## src/rtl/flopr_pipe_rv_if.sv

```systemverilog
// flopr_pipe_rv_if: producer/consumer valid-ready bundle for flopr_pipe_rv.
interface flopr_pipe_rv_if #(
   parameter int WIDTH = 8,
   parameter int DEPTH = 2
);
   logic                         InValid, InReady, OutValid, OutReady;
   logic [WIDTH-1:0]             InData, OutData;
   logic [$clog2(DEPTH+1)-1:0]   Count;
   modport master (output InValid, InData, OutReady, input InReady, OutValid, OutData, Count);
   modport slave  (input InValid, InData, OutReady, output InReady, OutValid, OutData, Count);
endinterface

```

## src/rtl/flopr_pipe_rv.sv

```systemverilog
// flopr_pipe_rv: DEPTH-stage valid/ready register chain with bubble collapse and flush.
module flopr_pipe_rv #(
   parameter int               WIDTH    = 8,
   parameter int               DEPTH    = 2,
   parameter logic [WIDTH-1:0] RESETVAL = '0
) (
   input logic            clk,
   input logic            reset,
   input logic            clear,
   flopr_pipe_rv_if.slave p
);
   localparam int CW = $clog2(DEPTH + 1);
   if (DEPTH < 1 || DEPTH > 16) begin : g_bad_depth
      $error("flopr_pipe_rv: DEPTH must be 1..16");
   end
   logic [DEPTH-1:0] v, adv;
   logic [WIDTH-1:0] d [DEPTH];
   logic [CW-1:0]    cnt;
   logic             flush, acc;
   // Ready ripples from the consumer back to the producer so a full pipe still streams.
   always_comb begin
      logic a;
      a = v[DEPTH-1] & p.OutReady;
      adv[DEPTH-1] = a;
      for (int i = DEPTH - 2; i >= 0; i--) begin
         a = v[i] & (~v[i+1] | a);
         adv[i] = a;
      end
   end
   always_comb begin
      cnt = '0;
      for (int i = 0; i < DEPTH; i++) cnt = cnt + CW'(v[i]);
   end
   assign flush      = reset | clear;
   assign p.InReady  = (~v[0] | adv[0]) & ~flush;
   assign acc        = p.InValid & p.InReady;
   assign p.OutValid = v[DEPTH-1];
   assign p.OutData  = d[DEPTH-1];
   assign p.Count    = cnt;
   always_ff @(posedge clk)
      if (flush) begin
         v <= '0;
         for (int i = 0; i < DEPTH; i++) d[i] <= RESETVAL;
      end else begin
         if (acc) begin
            d[0] <= p.InData;
            v[0] <= 1'b1;
         end else if (adv[0]) v[0] <= 1'b0;
         for (int i = 1; i < DEPTH; i++)
            if (adv[i-1]) begin
               d[i] <= d[i-1];
               v[i] <= 1'b1;
            end else if (adv[i]) v[i] <= 1'b0;
      end
   a_in_stable: assert property (@(posedge clk) disable iff (reset)
      p.InValid && !p.InReady |=> !p.InValid || $stable(p.InData));
   a_count_max: assert property (@(posedge clk) int'(cnt) <= DEPTH);
endmodule

```

## src/flat_wrapper.sv

```systemverilog
// flat-port wrapper written by rule: the top's interface ports become plain ports
module flopr_pipe_rv_flat 
#(
   parameter int               WIDTH    = 8,
   parameter int               DEPTH    = 2,
   parameter logic [WIDTH-1:0] RESETVAL = '0
)
  (clk, reset, clear, p_InValid, p_InData, p_OutReady, p_InReady, p_OutValid, p_OutData, p_Count);
  flopr_pipe_rv_if #(.WIDTH(WIDTH), .DEPTH(DEPTH)) p_i ();
  input logic clk;
  input logic reset;
  input logic clear;
  input wire logic [$bits(p_i.InValid)-1:0] p_InValid;
  input wire logic [$bits(p_i.InData)-1:0] p_InData;
  input wire logic [$bits(p_i.OutReady)-1:0] p_OutReady;
  output wire logic [$bits(p_i.InReady)-1:0] p_InReady;
  output wire logic [$bits(p_i.OutValid)-1:0] p_OutValid;
  output wire logic [$bits(p_i.OutData)-1:0] p_OutData;
  output wire logic [$bits(p_i.Count)-1:0] p_Count;
  assign p_i.InValid = p_InValid;
  assign p_i.InData = p_InData;
  assign p_i.OutReady = p_OutReady;
  assign p_InReady = p_i.InReady;
  assign p_OutValid = p_i.OutValid;
  assign p_OutData = p_i.OutData;
  assign p_Count = p_i.Count;
  flopr_pipe_rv #(.WIDTH(WIDTH), .DEPTH(DEPTH), .RESETVAL(RESETVAL)) u_core (.clk(clk), .reset(reset), .clear(clear), .p(p_i));
endmodule
```

## config.mk

```make
export PLATFORM = sky130hd
export DESIGN_NAME = flopr_pipe_rv_flat
export DESIGN_NICKNAME = d
export VERILOG_FILES = /design/src/rtl/flopr_pipe_rv_if.sv /design/src/rtl/flopr_pipe_rv.sv /design/src/flat_wrapper.sv
export SDC_FILE = /design/constraint.sdc
export NUM_CORES = 1
export LEC_CHECK = 0
export CAP_MARGIN = 0
export CORE_ASPECT_RATIO = 1.2
export CORE_MARGIN = 5
export CORE_UTILIZATION = 46
export DETAILED_ROUTE_END_ITERATION = 8
export GPL_TIMING_DRIVEN = 0
export PLACE_DENSITY = 0.87
export SLEW_MARGIN = 20
export SYNTH_ARGS = -nofsm -noshare
export SYNTH_HDL_FRONTEND = slang
export SYNTH_SLANG_ARGS = --single-unit
```

## constraint.sdc

```tcl
create_clock -name clk -period 1.97 [get_ports clk]
set_input_delay 0.197 -clock clk [delete_from_list [all_inputs] [get_ports clk]]
set_output_delay 0.197 -clock clk [all_outputs]
set_load 0.01 [all_outputs]
```

==> impl_metrics.env, run 1 <==
export IMPL_reg2reg_from="u_core.v[0]"
export IMPL_post_dp_cell_area_sq_um=1181
export IMPL_ant_nets=0
export IMPL_vias=570
export IMPL_holdBufCountCts=0
export IMPL_cts_root_buf="clkbuf_4"
export IMPL_cp_arrival_ps=1760
export IMPL_post_cts_setup_buffers=0
export IMPL_final_nets=102
export IMPL_instances_no_fill=106
export IMPL_ys_flop_type="edfxtp_1"
export IMPL_layout_setup_ws_ps=157.9
export IMPL_h_tree_depth=1
export IMPL_hold_start="u_core.v[0]"
export IMPL_wire_per_inst_um=14.74
export IMPL_ys_seq_area_share_pct=56.75
export IMPL_ys_ff_latch=18
export IMPL_avgSynthCellArea_sq_um=15.54
export IMPL_rows=17
export IMPL_syn_inst=59
export IMPL_synthArstFlopShare_pct=0
export IMPL_grt_pass1_wl_mm=2.580
export IMPL_fp_dieArea_sq_um=2991
export IMPL_cts_tree="done"
export IMPL_crit_required_ps=1920
export IMPL_start_util_pct=49.00
export IMPL_antenna_found_initial=0
export IMPL_place_gp_congestion=0.7195
export IMPL_regArea_sq_um=520.5
export IMPL_period_share_pct=91.98
export IMPL_worstSetupPathType="input pin to flip-flop"
export IMPL_dpl_worst_slack_ps=-168.1
export IMPL_critical_path_cell_chain="clkdlybuf4s50_1, and3b_1, buf_6, buf_12, o21bai_1"
export IMPL_startpoint_type="input pin"
export IMPL_drtIter0Drc=20
export IMPL_worstSetupEndpointType="flip-flop"
export IMPL_vias_per_cell=5.377
export IMPL_io_pin_count=25
export IMPL_netlist_area_leader_share_pct=52.39
export IMPL_die_w_um=50.76
export IMPL_syn_nets=73
export IMPL_n_fill_cell=146
export IMPL_hold_viol_final=0
export IMPL_p_total_mw=0.7879
export IMPL_clock_sinks=18
export IMPL_hold_path_class="flip-flop to flip-flop"
export IMPL_period_minus_slack_ps=1812
export IMPL_slowest_delay_ps=600
export IMPL_crit_start="p_OutReady"
export IMPL_cap_violations=0
export IMPL_synth_cell_type_count=18
export IMPL_drc=0
export IMPL_critical_path_max_fanout=10
export IMPL_final_max_slew_violation_count=0
export IMPL_dp_cells=102
export IMPL_grt_setup_unrepaired="false"
export IMPL_crit_buf_inv=3
export IMPL_syn2layout_area_growth_pct=32.61
export IMPL_setup_viol=0
export IMPL_clkSlewWorstSetupHoldPaths_ps=100
export IMPL_layout_drive_gt1_share_pct=31.03
export IMPL_critPathTopFamily="buffers and inverters"
export IMPL_finalWirelength_mm=1.562
export IMPL_insertion_delay_ps=300
export IMPL_yosysMostFrequentCell="edfxtp_1"
export IMPL_grt_max_degree=11
export IMPL_synth_edf_count=16
export IMPL_worst_pin_slew_ps=766.1
export IMPL_multi_input_area_sq_um=271.5
export IMPL_netlist_area_sq_um=917.1
export IMPL_gr_total_overflow=0
export IMPL_p_per_area_nw_per_um2=647.9
export IMPL_peakVddDrop_mv=0.4299
export IMPL_fin_skew_ps=1.969
export IMPL_stdcell_area_sq_um=1216
export IMPL_fmax_mhz=551.8
export IMPL_yosys_top_cells_area="edfxtp_1 52%, nor4b_2 11%, buf_4 8.2%, nor4b_1 7.6%, dfxtp_1 4.4%"
export IMPL_max_slew_margin_rel_pct=48.82
export IMPL_clockBufferDepth=2
export IMPL_synth_warnings=0
export IMPL_portBuffers=24
export IMPL_post_dp_hpwl_mm=1.123
export IMPL_core_area_sq_um=1872
export IMPL_antenna_cells=0
export IMPL_dr_pass1_iters=4
export IMPL_yosys_area_top_type="edfxtp_1"
export IMPL_status="finished clean"
export IMPL_grt_pass1_vias=551
export IMPL_track_usage_pct=11.70
export IMPL_cp_slowest_cell="o21bai_1"
export IMPL_die_h_um=58.92
export IMPL_cts_buffers=3
export IMPL_leakagePower_nw=0.4571
export IMPL_yosys_top_cells_count="16 x edfxtp_1, 10 x buf_4, 8 x nor4b_1"
-- final cells by class --
type	count	area share, %
well taps	19	1.955
clock buffers	4	2.984
plain buffers	13	9.671
inverters	2	0.6173
flip-flops and latches	18	42.80
multi-input cells	26	22.33
repair buffers	24	19.65
-- through the flow --
stage | hold WS, ps | setup TNS [ps] | utilization (%)
5_1_grt | 541.4 | 0 | 64.97
4_1_cts | 511.8 | 0 | 64.97
2_1_floorplan | 338.9 | 0 | -
3_5_place_dp | 496.9 | -1374 | 63.10
3_3_place_gp | 484.2 | -898.3 | 63.10
6_report | 511.4 | 0 | 64.97
-- flip-flops by register name, summed over array words and instances (netlist names) --
name and cells:
u_core.d 16, u_core.v 2
-- placed cells by master (no fill, tap or decap), drive strengths merged --
cell type      instances
dfxtp                  2
nor4b                 16
a21oi                  1
a21o                   1
clkdlybuf4s50         23
or2                    1
nand2b                 1
o21ba                  1
nor2                   2
edfxtp                16
inv                    2
o21bai                 1
ha                     1
dlygate4sd2            1
clkbuf                 4
and3b                  1
buf                   13
-- cells by family after synthesis --
| logic type | synth area share [%] |
|---|---|
| compound gates | 3.411 |
| simple gates | 24.83 |
| buf+inv | 13.64 |
| flops | 56.75 |
| fa+ha+maj | 1.364 |
-- worst reg2reg max path: stages, from the launching register on --
cell	delay, ps
dfxtp_1	360
and3b_1	190
buf_6	150
buf_12	140
o21bai_1	610
-- repair_timing --
action,CTS,global route
hold endpoints to repair,0,0
setup endpoints to repair,1,0
resized for setup,1,0
-- worst paths after layout --
kind | to | slack, ps | depth (start not counted)
min | u_core.v[1] | 510 | 2
max reg2reg | u_core.d[0][7] | 160 | 4
max | u_core.d[0][7] | 160 | 5
min reg2reg | u_core.v[1] | 510 | 2
-- where the power goes --
group / internal [mW] / switching (mW)
combinational: 0.0712 / 0.0427
sequential: 0.436 / 0.00552
clock: 0.113 / 0.120
-- per-layer routing --
metal	routed length, um	GRT usage (%)
met5	0	0
met4	54	8.759
met3	109	2.532
met2	811	18.62
met1	587	13.57
No activity file was read; power rests on OpenSTA's default activity.
==> inputs of run 2 (changes only) <==
CORE_MARGIN = 4   (was 5)
CORE_UTILIZATION = 42   (was 46)
GPL_TIMING_DRIVEN = not set   (was 0)
PLACE_DENSITY = 0.84   (was 0.87)
clock period = 1.46 ns   (was 1.97 ns; I/O delays follow)
==> run 2 against run 1 <==
Net effect:
- setup slack lost 71 ps
- clock-buffer cell count shrank 1
- sequential share of layout area grew 2.4 points
- flip-flop and latch count is the same
- combinational power grew 24%
- clock skew grew 3.9 ps
- non-clock buffer count shrank 8
- critical path depth shrank 2
- critical endpoint is now p_InReady
- highest routed layer unchanged
==> impl_metrics.env, run 2 (synthesis results as in run 1) <==
export IMPL_io_pin_count=25
export IMPL_rows=18
export IMPL_crit_end="p_InReady"
export IMPL_post_dp_cell_area_sq_um=1131
export IMPL_drc=0
export IMPL_status="finished clean"
export IMPL_layout_commonest_cell="clkdlybuf4s50_1"
export IMPL_die_w_um=50.66
export IMPL_cp_arrival_ps=1230
export IMPL_fin_skew_ps=5.858
export IMPL_vias=520
export IMPL_portBuffers=24
export IMPL_max_slew_margin_rel_pct=79.18
export IMPL_r2r_end="u_core.d[0][2]"
export IMPL_cts_buffers=3
export IMPL_reg2reg_from="u_core.v[0]"
export IMPL_core_area_sq_um=2072
export IMPL_layout_setup_ws_ps=86.81
export IMPL_cts_tree="done"
export IMPL_crit_required_ps=1310
export IMPL_layout_drive_gt1_share_pct=26.58
export IMPL_start_util_pct=44.26
export IMPL_p_total_mw=0.9763
export IMPL_p_per_area_nw_per_um2=843.5
export IMPL_r2r_setup_slack_ps=110
export IMPL_drtIter0Drc=3
export IMPL_largest_reg_flops=16
export IMPL_clkSlewWorstSetupHoldPaths_ps=100
export IMPL_h_tree_depth=1
export IMPL_grt_setup_unrepaired="false"
export IMPL_regMostFlops="u_core.d"
export IMPL_layout_common_cells="21 x clkdlybuf4s50_1, 16 x edfxtp_1, 8 x nor4b_1, 7 x nor4b_2, 4 x buf_4"
export IMPL_die_h_um=59.19
export IMPL_worst_pin_slew_ps=308.0
export IMPL_hold_viol_final=0
export IMPL_peakVddDrop_mv=0.5413
export IMPL_fp_dieArea_sq_um=2998
export IMPL_antenna_found_initial=0
export IMPL_top_regs="u_core.d (16), u_core.v (2)"
export IMPL_track_usage_pct=10.40
export IMPL_vias_per_cell=4.771
export IMPL_cap_violations=0
export IMPL_stdcell_area_sq_um=1157
export IMPL_dr_pass1_iters=2
export IMPL_fmax_mhz=728.2
export IMPL_gr_total_overflow=0
export IMPL_syn2layout_area_growth_pct=26.19
export IMPL_grt_max_degree=19
export IMPL_antenna_cells=0
export IMPL_hold_path_class="flip-flop to flip-flop"
export IMPL_critical_path_max_fanout=5
export IMPL_startpoint_type="flip-flop"
export IMPL_crit_start="u_core.v[0]"
export IMPL_final_max_slew_violation_count=0
export IMPL_post_dp_hpwl_mm=1.015
export IMPL_ant_nets=0
export IMPL_post_cts_setup_buffers=0
export IMPL_insertion_delay_ps=280
export IMPL_clockBufferDepth=2
export IMPL_worstSetupEndpointType="output port"
export IMPL_ff2ff_path_depth=4
export IMPL_finalWirelength_mm=1.405
export IMPL_place_gp_congestion=0.7207
export IMPL_worstSetupPathType="flip-flop to output port"
export IMPL_whs_ps=501.2
export IMPL_grt_pass1_vias=491
export IMPL_clock_sinks=18
export IMPL_final_nets=94
export IMPL_cts_root_buf="clkbuf_4"
export IMPL_grt_pass1_wl_mm=2.311
export IMPL_wire_per_inst_um=12.89
export IMPL_setup_viol=0
export IMPL_period_share_pct=94.05
export IMPL_leakagePower_nw=0.4128
export IMPL_period_minus_slack_ps=1373
export IMPL_dpl_worst_slack_ps=-194.4
[run 2: cell types whose count changed in the layout (fill, tap and decap cells not counted), sizes merged]
cell           change
clkbuf             -1
clkinv             +1
buf                -8
dlygate4sd2        +1
clkdlybuf4s50      -2
clkdlybuf4s15      +1
[run 2: where the power goes]
group	switching [mW]	leakage, nW	internal (mW)
sequential	0.00760	0.199	0.588
combinational	0.0557	0.198	0.0856
clock	0.140	0.0154	0.0991
[run 2: layer usage]
layer	vias up	track usage, %	share of wire (%)
met5	-	0	0
met4	0	8.077	2.4
met3	2	1.259	6.5
met2	19	16.42	50
met1	243	12.94	41
li1	256	-	-
[run 2: worst min path at each step]
stage / endpoint / start / cells past startpoint / slack (ps)
floorplan: u_core.v[0] / p_InValid / 1 / 290
global route: u_core.d[0][7] / p_InData[7] / 2 / 530
detailed placement: u_core.v[1] / u_core.v[0] / 2 / 510
finish: u_core.v[1] / u_core.v[0] / 2 / 500
global placement: u_core.v[1] / u_core.v[0] / 2 / 490
CTS: u_core.v[1] / u_core.v[0] / 2 / 500
[run 2: area by class of cell]
class,instances,area [sq um]
Tap cell,30,37.54
Multi-Input combinational cell,26,275.3
Fill cell,197,914.6
Sequential cell,18,523.0
Clock buffer,3,22.52
Inverter,2,7.507
Clock inverter,1,3.754
Timing Repair Buffer,29,287.8
[run 2: repair_timing]
action,4_1_cts,5_1_grt
resized for setup,5,1
endpoints found under the setup margin,3,1
pin swaps,0,0
hold buffers,0,0
hold endpoints to repair,0,0
[run 2: critical path, cell delays in order (launching register included)]
cell and delay, ps:
dfxtp_2 360, and3b_1 180, nor2_1 130, clkdlybuf4s15_1 270
[run 2: stage by stage]
step                      util (%)  setup TNS [ps]  cells
after floorplan                  -               0     59
after detailed placement     54.59           -3631    105
after global routing         55.86               0    109
after CTS                    55.80               0    109
after global placement       54.59           -3221    105
final                        55.86               0    109
==> inputs of run 3 (changes only) <==
CORE_ASPECT_RATIO = 0.7   (was 1.2)
==> run 3 against run 2 <==
Net effect:
- wire length increased by 12%
- clock power increased by 8%
- via count increased by 6.0%
- cell count increased by 0.92%
- global-route usage increased by 1.3 points
- register-to-register slack about the same
- maximum frequency about the same
- power increased by 2.0%
- clock-buffer cell count unchanged
- cell area increased by 0.54%
- largest cell class unchanged
- highest routed layer unchanged
==> impl_metrics.env, run 3 (synthesis results as in run 1) <==
export IMPL_dp_cells=106
export IMPL_grt_max_degree=19
export IMPL_holdBufCountCts=0
export IMPL_p_per_area_nw_per_um2=855.9
export IMPL_power_frac_seq_pct=59.8
export IMPL_cts_tree="done"
export IMPL_critical_path_max_fanout=4
export IMPL_final_setup_tns_ps=0
export IMPL_use_met3_pct=6.220
export IMPL_layout_commonest_cell="clkdlybuf4s50_1"
export IMPL_grt_pass1_wl_mm=2.511
export IMPL_peakVddDrop_mv=0.3145
export IMPL_syn2layout_area_growth_pct=26.88
export IMPL_hold_viol_final=0
export IMPL_antenna_found_initial=0
export IMPL_vias_per_cell=5.009
export IMPL_grt_util_met1_pct=12.09
export IMPL_slowest_delay_ps=350
export IMPL_top_regs="u_core.d (16), u_core.v (2)"
export IMPL_drc=0
export IMPL_final_max_slew_violation_count=0
export IMPL_die_w_um=63.85
export IMPL_vias=551
export IMPL_core_area_sq_um=1968
export IMPL_critPathTopFamily="flip-flops"
export IMPL_worstSetupEndpointType="output port"
export IMPL_cts_root_buf="clkbuf_4"
export IMPL_largest_reg_flops=16
export IMPL_regMostFlops="u_core.d"
export IMPL_switchingPower_mw=0.2216
export IMPL_setup_viol=0
export IMPL_clock_sinks=18
export IMPL_cp_slowest_cell="dfxtp_2"
export IMPL_power_switching_share_pct=22.25
export IMPL_clkSlewWorstSetupHoldPaths_ps=100
export IMPL_cts_buffers=3
export IMPL_grt_busiest_layer="met2"
export IMPL_internal_power_mw=0.7743
export IMPL_cp_arrival_ps=1230
export IMPL_startpoint_type="flip-flop"
export IMPL_instances_no_fill=110
export IMPL_antenna_cells=0
export IMPL_cap_violations=0
export IMPL_clockBufferDepth=2
export IMPL_combPwrFrac_pct=14.4
export IMPL_drtIter0Drc=11
export IMPL_finalWirelength_mm=1.571
export IMPL_track_usage_pct=11.70
export IMPL_rows=13
export IMPL_period_minus_slack_ps=1373
export IMPL_wire_per_inst_um=14.28
export IMPL_layout_common_cells="21 x clkdlybuf4s50_1, 16 x edfxtp_1, 8 x nor4b_1, 7 x nor4b_2, 5 x buf_4"
export IMPL_worstSetupPathType="flip-flop to output port"
export IMPL_use_met2_pct=21.15
export IMPL_grt_setup_unrepaired="false"
export IMPL_fmax_mhz=728.2
export IMPL_place_gp_congestion=0.6876
export IMPL_worst_pin_slew_ps=331.5
export IMPL_ant_nets=0
export IMPL_insertion_delay_ps=290
export IMPL_fin_skew_ps=0.6754
export IMPL_fp_dieArea_sq_um=3007
export IMPL_period_share_pct=94.06
export IMPL_layout_drive_gt1_share_pct=27.50
export IMPL_critical_path_cell_chain="and3b_1, nor2_1, dlygate4sd2_1"
export IMPL_io_pin_count=25
export IMPL_final_nets=95
export IMPL_crit_required_ps=1310
export IMPL_hold_path_class="flip-flop to flip-flop"
export IMPL_crit_buf_inv=1
export IMPL_clkPwrFrac_pct=25.8
export IMPL_max_slew_margin_rel_pct=77.59
export IMPL_status="finished clean"
export IMPL_h_tree_depth=1
export IMPL_grt_pass1_vias=582
export IMPL_post_dp_hpwl_mm=1.138
export IMPL_die_h_um=47.10
export IMPL_start_util_pct=46.60
export IMPL_gr_total_overflow=0
export IMPL_dr_pass1_iters=4
export IMPL_portBuffers=24
export IMPL_leakagePower_nw=0.4194
run 3: cell types whose count changed in the layout (fill, tap and decap cells not counted), sizes merged:
| cell | before | now |
|---|---|---|
| dlygate4sd2 | 2 | 3 |
| clkdlybuf4s15 | 1 | 0 |
| buf | 5 | 6 |
run 3: stage by stage:
step	setup WS (ps)	util (%)	power, mW	cell area, sq um	hold slack (ps)
floorplan	37.98	-	0.6879	920.9	287.9
global placement	-151.3	57.85	0.7498	1139	486.7
detailed placement	-179.5	57.85	0.7544	1139	528.8
CTS	65.44	59.12	1.005	1164	502.5
global route	5.279	59.12	1.039	1164	526.1
finish	86.71	59.12	0.9959	1164	503.9
run 3: timing repair:
action	CTS	global route
resized for setup	5	0
setup endpoints to repair	3	0
buffers inserted	0	0
run 3: cell type report:
type	count	area (sq um)
clock inverter	1	3.754
inverter	2	7.507
sequential	18	523.0
multi-input combinational	26	275.3
tap	30	37.54
timing repair buffer	30	294.0
fill	170	804.5
clock buffer	3	22.52
run 3: final timing paths:
path	from	end	slack (ps)	cells past startpoint
setup reg to reg	u_core.v[1]	u_core.d[0][14]	110	3
setup / recovery	u_core.v[1]	p_InReady	90	3
hold reg to reg	u_core.v[0]	u_core.v[1]	500	2
hold / removal	u_core.v[0]	u_core.v[1]	500	2
run 3: worst min-delay path, delay by kind of cell (launching register included):
family,cells,cell delay (ps)
AOI/OAI and AO/OA,1,50
buffers and inverters,1,60
DFF,1,360
run 3: per-layer routing:
metal  wire length (um)  share of wire [%]
met5                  0                  0
met4                 12               0.76
met3                140                8.9
met2                798                 51
met1                619                 39
run 3: power by group through the flow:
stage | logic [mW] | registers (mW) | clock network [mW]
after floorplan | 0.0828 | 0.605 | 0
after global placement | 0.144 | 0.606 | 0
after detailed placement | 0.147 | 0.608 | 0
after CTS | 0.145 | 0.596 | 0.264
after global routing | 0.153 | 0.598 | 0.288
final | 0.143 | 0.596 | 0.257
